`src/rtl/mul_sequencer.sv`:
```
// Iterative shift-add multiplier for the MIPS EX stage: one partial product per cycle,
// WIDTH iterations, returns the low WIDTH bits of OpA*OpB and stalls the pipeline meanwhile.
module mul_sequencer #(
    parameter int WIDTH = 32
) (
    input  logic             Clk,
    input  logic             Rst,
    input  logic             Start,
    input  logic             Flush,
    input  logic [WIDTH-1:0] OpA,
    input  logic [WIDTH-1:0] OpB,
    output logic             Busy,
    output logic             Done,
    output logic [WIDTH-1:0] Result,
    output logic             Stall
);

    localparam int CW = (WIDTH > 1) ? $clog2(WIDTH) : 1;
    localparam logic [CW-1:0] LAST_COUNT = CW'(WIDTH - 1);
    localparam logic [CW-1:0] COUNT_ONE  = CW'(1);

    typedef enum logic [1:0] {
        ST_IDLE = 2'd0,
        ST_BUSY = 2'd1,
        ST_DONE = 2'd2
    } state_t;

    state_t           state_r;
    state_t           state_next_s;
    logic [WIDTH-1:0] mcand_r;
    logic [WIDTH-1:0] mplier_r;
    logic [WIDTH-1:0] acc_r;
    logic [CW-1:0]    count_r;
    logic [WIDTH-1:0] result_r;
    logic             busy_r;
    logic             done_r;
    logic [WIDTH-1:0] acc_sum_s;
    logic             load_s;
    logic             step_s;
    logic             last_s;
    logic             stall_s;

    // Partial-product accumulation for the current iteration (wraps modulo 2^WIDTH).
    always_comb begin
        acc_sum_s = acc_r;
        if (mplier_r[0]) begin
            acc_sum_s = acc_r + mcand_r;
        end else begin
            acc_sum_s = acc_r;
        end
    end

    // Next-state and datapath control; Flush outranks Start in every state.
    always_comb begin
        state_next_s = state_r;
        load_s       = 1'b0;
        step_s       = 1'b0;
        last_s       = 1'b0;
        case (state_r)
            ST_IDLE, ST_DONE: begin
                if (Flush) begin
                    state_next_s = ST_IDLE;
                end else if (Start) begin
                    load_s       = 1'b1;
                    state_next_s = ST_BUSY;
                end else begin
                    state_next_s = ST_IDLE;
                end
            end
            ST_BUSY: begin
                if (Flush) begin
                    state_next_s = ST_IDLE;
                end else begin
                    step_s = 1'b1;
                    if (count_r == LAST_COUNT) begin
                        last_s       = 1'b1;
                        state_next_s = ST_DONE;
                    end else begin
                        state_next_s = ST_BUSY;
                    end
                end
            end
            default: begin
                state_next_s = ST_IDLE;
            end
        endcase
    end

    // Stall covers the whole multiply, including the cycle a new Start is accepted.
    always_comb begin
        stall_s = 1'b0;
        if (!Rst) begin
            stall_s = 1'b0;
        end else begin
            stall_s = (state_r == ST_BUSY) ||
                      ((state_r == ST_IDLE) && Start && !Flush) ||
                      ((state_r == ST_DONE) && Start && !Flush);
        end
    end

    // State, operand shift registers and registered outputs.
    always_ff @(posedge Clk) begin
        if (!Rst) begin
            state_r  <= ST_IDLE;
            mcand_r  <= {WIDTH{1'b0}};
            mplier_r <= {WIDTH{1'b0}};
            acc_r    <= {WIDTH{1'b0}};
            count_r  <= {CW{1'b0}};
            result_r <= {WIDTH{1'b0}};
            busy_r   <= 1'b0;
            done_r   <= 1'b0;
        end else begin
            state_r <= state_next_s;
            busy_r  <= (state_next_s == ST_BUSY);
            done_r  <= (state_next_s == ST_DONE);
            if (load_s) begin
                mcand_r  <= OpA;
                mplier_r <= OpB;
                acc_r    <= {WIDTH{1'b0}};
                count_r  <= {CW{1'b0}};
            end else if (step_s) begin
                acc_r    <= acc_sum_s;
                mcand_r  <= {mcand_r[WIDTH-2:0], 1'b0};
                mplier_r <= {1'b0, mplier_r[WIDTH-1:1]};
                count_r  <= count_r + COUNT_ONE;
            end
            if (last_s) begin
                result_r <= acc_sum_s;
            end
        end
    end

    assign Busy   = busy_r;
    assign Done   = done_r;
    assign Result = result_r;
    assign Stall  = stall_s;

endmodule
```
`config.mk`:
```
export PLATFORM = sky130hd
export DESIGN_NAME = mul_sequencer
export DESIGN_NICKNAME = d
export VERILOG_FILES = /design/src/rtl/mul_sequencer.sv
export SDC_FILE = /design/constraint.sdc
export NUM_CORES = 1
export LEC_CHECK = 0
export CORE_ASPECT_RATIO = 1.4
export CORE_MARGIN = 4
export CORE_UTILIZATION = 50
export CTS_CLUSTER_DIAMETER = 150
export DETAILED_ROUTE_END_ITERATION = 10
export GPL_ROUTABILITY_DRIVEN = 0
export GPL_TIMING_DRIVEN = 0
export PLACE_DENSITY_LB_ADDON = 0.08
export SETUP_SLACK_MARGIN = 0.15
export SYNTH_ARGS = -nofsm -noshare
export SYNTH_HDL_FRONTEND = slang
export SYNTH_SLANG_ARGS = --single-unit
```
`constraint.sdc`:
```
create_clock -name Clk -period 2.9 [get_ports Clk]
set_clock_uncertainty 0.1 [all_clocks]
set_input_delay 0.58 -clock Clk [delete_from_list [all_inputs] [get_ports Clk]]
set_output_delay 0.58 -clock Clk [all_outputs]
set_load 0.03 [all_outputs]
```
==> metrics.md <==
| Metric | Value |
|---|---|
| Static leakage | `3.72 nW` |
| Buffer and inverter count on the worst path | `0` |
| Ys flop type | `dfxtp_1` |
| Post-synth EDFFs | `0` |
| Initial DRC Count | `507` |
| Routed vias/inst | `5.92` |
| CP cell instances | `ha_4 -> and4_4 -> nand2_2 -> or4_4 -> a311oi_4 -> o21ai_2 -> a211o_1 -> a211o_1 -> nand2_1` |
| Syn_nets | `1026` |
| Setup CP Type | `reg -> reg` |
| Max cap viols | `0` |
| PortBufs | `101` |
| Slowest cell on the critical path | `or4_4` |
| NumNets Final | `1191` |
| Clock-pin transition on the worst setup and hold timing paths | `0.06 ns` |
| CTS root buf | `clkbuf_16` |
| Asr flop ratio synth | `0%` |
| Most used cell, CP | `a211o_1` |
| Compound-cell area share of the yosys netlist | `24.6%` |
| # diodes | `0` |
| Crit-path leading delay family | `compound AO/OA/AOI/OAI gates` |
| Post-route ant nets | `0` |
| Clock Latency Late Sink | `0.44 ns` |
| Die Y | `152 um` |
| Rows | `52` |
| CTS tree | `yes` |
| Mux cell area share after synthesis | `3.54%` |
| Clock sinks | `137` |
| Initial Utilization | `50.9%` |
| Relative slew slack | `47.1%` |
| Crit path required time | `3.19 ns` |
| Pwr dens | `482 nW/um^2` |
| # setup viols final | `0` |
| Global Route Usage Sum | `27.7%` |
| Mapped Cells | `924` |
| Post-layout util | `69.6%` |
| Synth Cell Area | `7360 um^2` |
| Synth Area in Adders | `5.88%` |
| FF+latch count, synth | `137` |
| Routed wire length per instance | `18.6 um` |
| First-pass GRT wire length | `36900 um` |
| Largest net degree at the start of global routing | `20` |
| Storage cell area | `2780 um^2` |
| Max Root-Sink Buffers | `2` |
| Final-layout fill cell count | `1193` |
| Mapped Avg Cell Area | `7.96 um^2` |
| Worst hold-check path type | `in -> reg` |
| DRT Pass-1 Iters | `5` |
| Final WL | `24100 um` |
| Fraction of layout cells with a size suffix above 1 | `15.9%` |
| I/O pin cnt | `103` |
| Final hold vios | `0` |
| Multi-input logic area | `4640 um^2` |
| CTS Hold Bufs | `0` |
| Remaining routing DRC violations | `0` |
| Crit path DAT | `3.09 ns` |
| Final period util | `96.7%` |
| CP max FO | `6` |
| Final critical-path required period | `2.81 ns` |
| Core area | `14400 um^2` |
| Sequential area share after synthesis | `37.3%` |
| Simple-gate share of the synthesized area | `20.1%` |
| Vias in the first global route | `7519` |
| Htree depth | `4` |
| CP Launch Type | `register` |
| Die area | `16700 um^2` |
| Max incr delay on CP | `0.56 ns` |
| Max Freq | `356 MHz` |
| Maximum VDD drop | `0.000401 V` |
| Chip width | `111 um` |
| Final Max Slew Viols | `0` |
| Post-Synth XOR/XNOR Area | `3.57%` |
| RSZ-0062 raised after global routing | `true` |
| DP HPWL | `16500 um` |
| Status | `complete, no violations` |
| Post-synth cell types | `59` |
| Area Growth Syn to Fin | `36.6%` |
| Most frequent cells in the layout | `nand2_1, dfxtp_1, nor2_1` |
| Slew @ Worst Pin | `0.794 ns` |
| Commonest non-fill, non-tap cell in the layout | `nand2_1` |
| Via count | `7647` |
| CTS buffer count | `17` |
| Largest family of logic cells by synthesized area | `compound AO/OA/AOI/OAI gates` |
| Initial antenna violation count | `0` |
| TNS Setup | `0 ns` |
| Grt ovf | `0` |
| Ys Warns | `0` |
| Critical Path Sink Type | `register` |
timing repair:
action,in CTS,in global routing
setup buffers,35,12
setup endpoints to repair,30,46
resized for setup,72,54
gates cloned,0,0
pin swaps,28,33
layer usage:
layer  GRT usage, %  wire, um  vias up
met1           30.3      9020     3558
met3           5.68      1620       97
met2           49.8     12100      329
met5              0         0        -
li1               -         -     3663
met4           16.0      1320        0
tightest hold or removal path, delay by kind of cell:
kind	cells	cell delay [ns]
AOI/OAI and AO/OA	2	0.11
buffers and inverters	1	0.12
area by class of cell:
class	count	area share, %
clock buffer	18	4.37
inverter	11	0.411
tap	189	2.35
clock inverter	14	1.61
multi-input combinational	708	46.2
timing repair buffer	148	13.8
sequential	137	27.6
buffer	66	3.65
synth_stat cells (11+ instances only):
library cell / n / area [um^2]
a211oi_1: 27 / 203
a21o_1: 11 / 82.6
a21oi_1: 78 / 390
a22oi_1: 11 / 82.6
a311oi_1: 57 / 499
clkbuf_1: 50 / 188
dfxtp_1: 137 / 2740
ha_1: 33 / 413
mux2i_1: 26 / 260
nand2_1: 181 / 679
nand3_1: 11 / 55.1
nor2_1: 116 / 435
o21ai_0: 32 / 160
xnor2_1: 20 / 175
power breakdown:
part,leakage (nW),internal (mW),switching [mW]
Clock,0.295,1.31,0.919
Sequential,1.12,1.95,0.0602
Combinational,2.30,0.287,0.318
path summary, 6_finish.rpt:
path	endpoint	cells after the start	slack, ns	startpoint
worst max-delay path	acc_r[31]	9	0.09	mcand_r[10]
worst min-delay path	Result[13]	3	0.32	Rst
worst max register to register	acc_r[31]	9	0.09	mcand_r[10]
worst min register to register	Result[14]	2	0.36	Result[14]
through the flow:
stage	hold WS, ns	cells	worst slack (ns)	total power, mW	cell area [um^2]
after detailed placement	0.352	1214	-1.00	2.54	8610
after floorplan	0.341	924	0.163	2.34	7360
after global routing	0.308	1291	-0.0780	5.01	10000
after CTS	0.308	1280	0.0511	4.82	9760
final	0.320	1291	0.0949	4.85	10000
after global placement	0.349	1214	-0.947	2.54	8610
sequential cells by signal, summed over array words and instances (netlist names):
name,flops
Busy,1
acc_r,32
mplier_r,32
Done,1
state_r,2
count_r,5
Result,32
mcand_r,32
cell families (layout without fill, tap and decap cells):
logic type,count (synthesis),after routing
simple gates,355,355
compound gates,263,263
flops,137,137
buf+inv,79,257
fa+ha+maj,34,34
xor+xnor,30,30
mux,26,26
(Power assumes the default switching activity.)
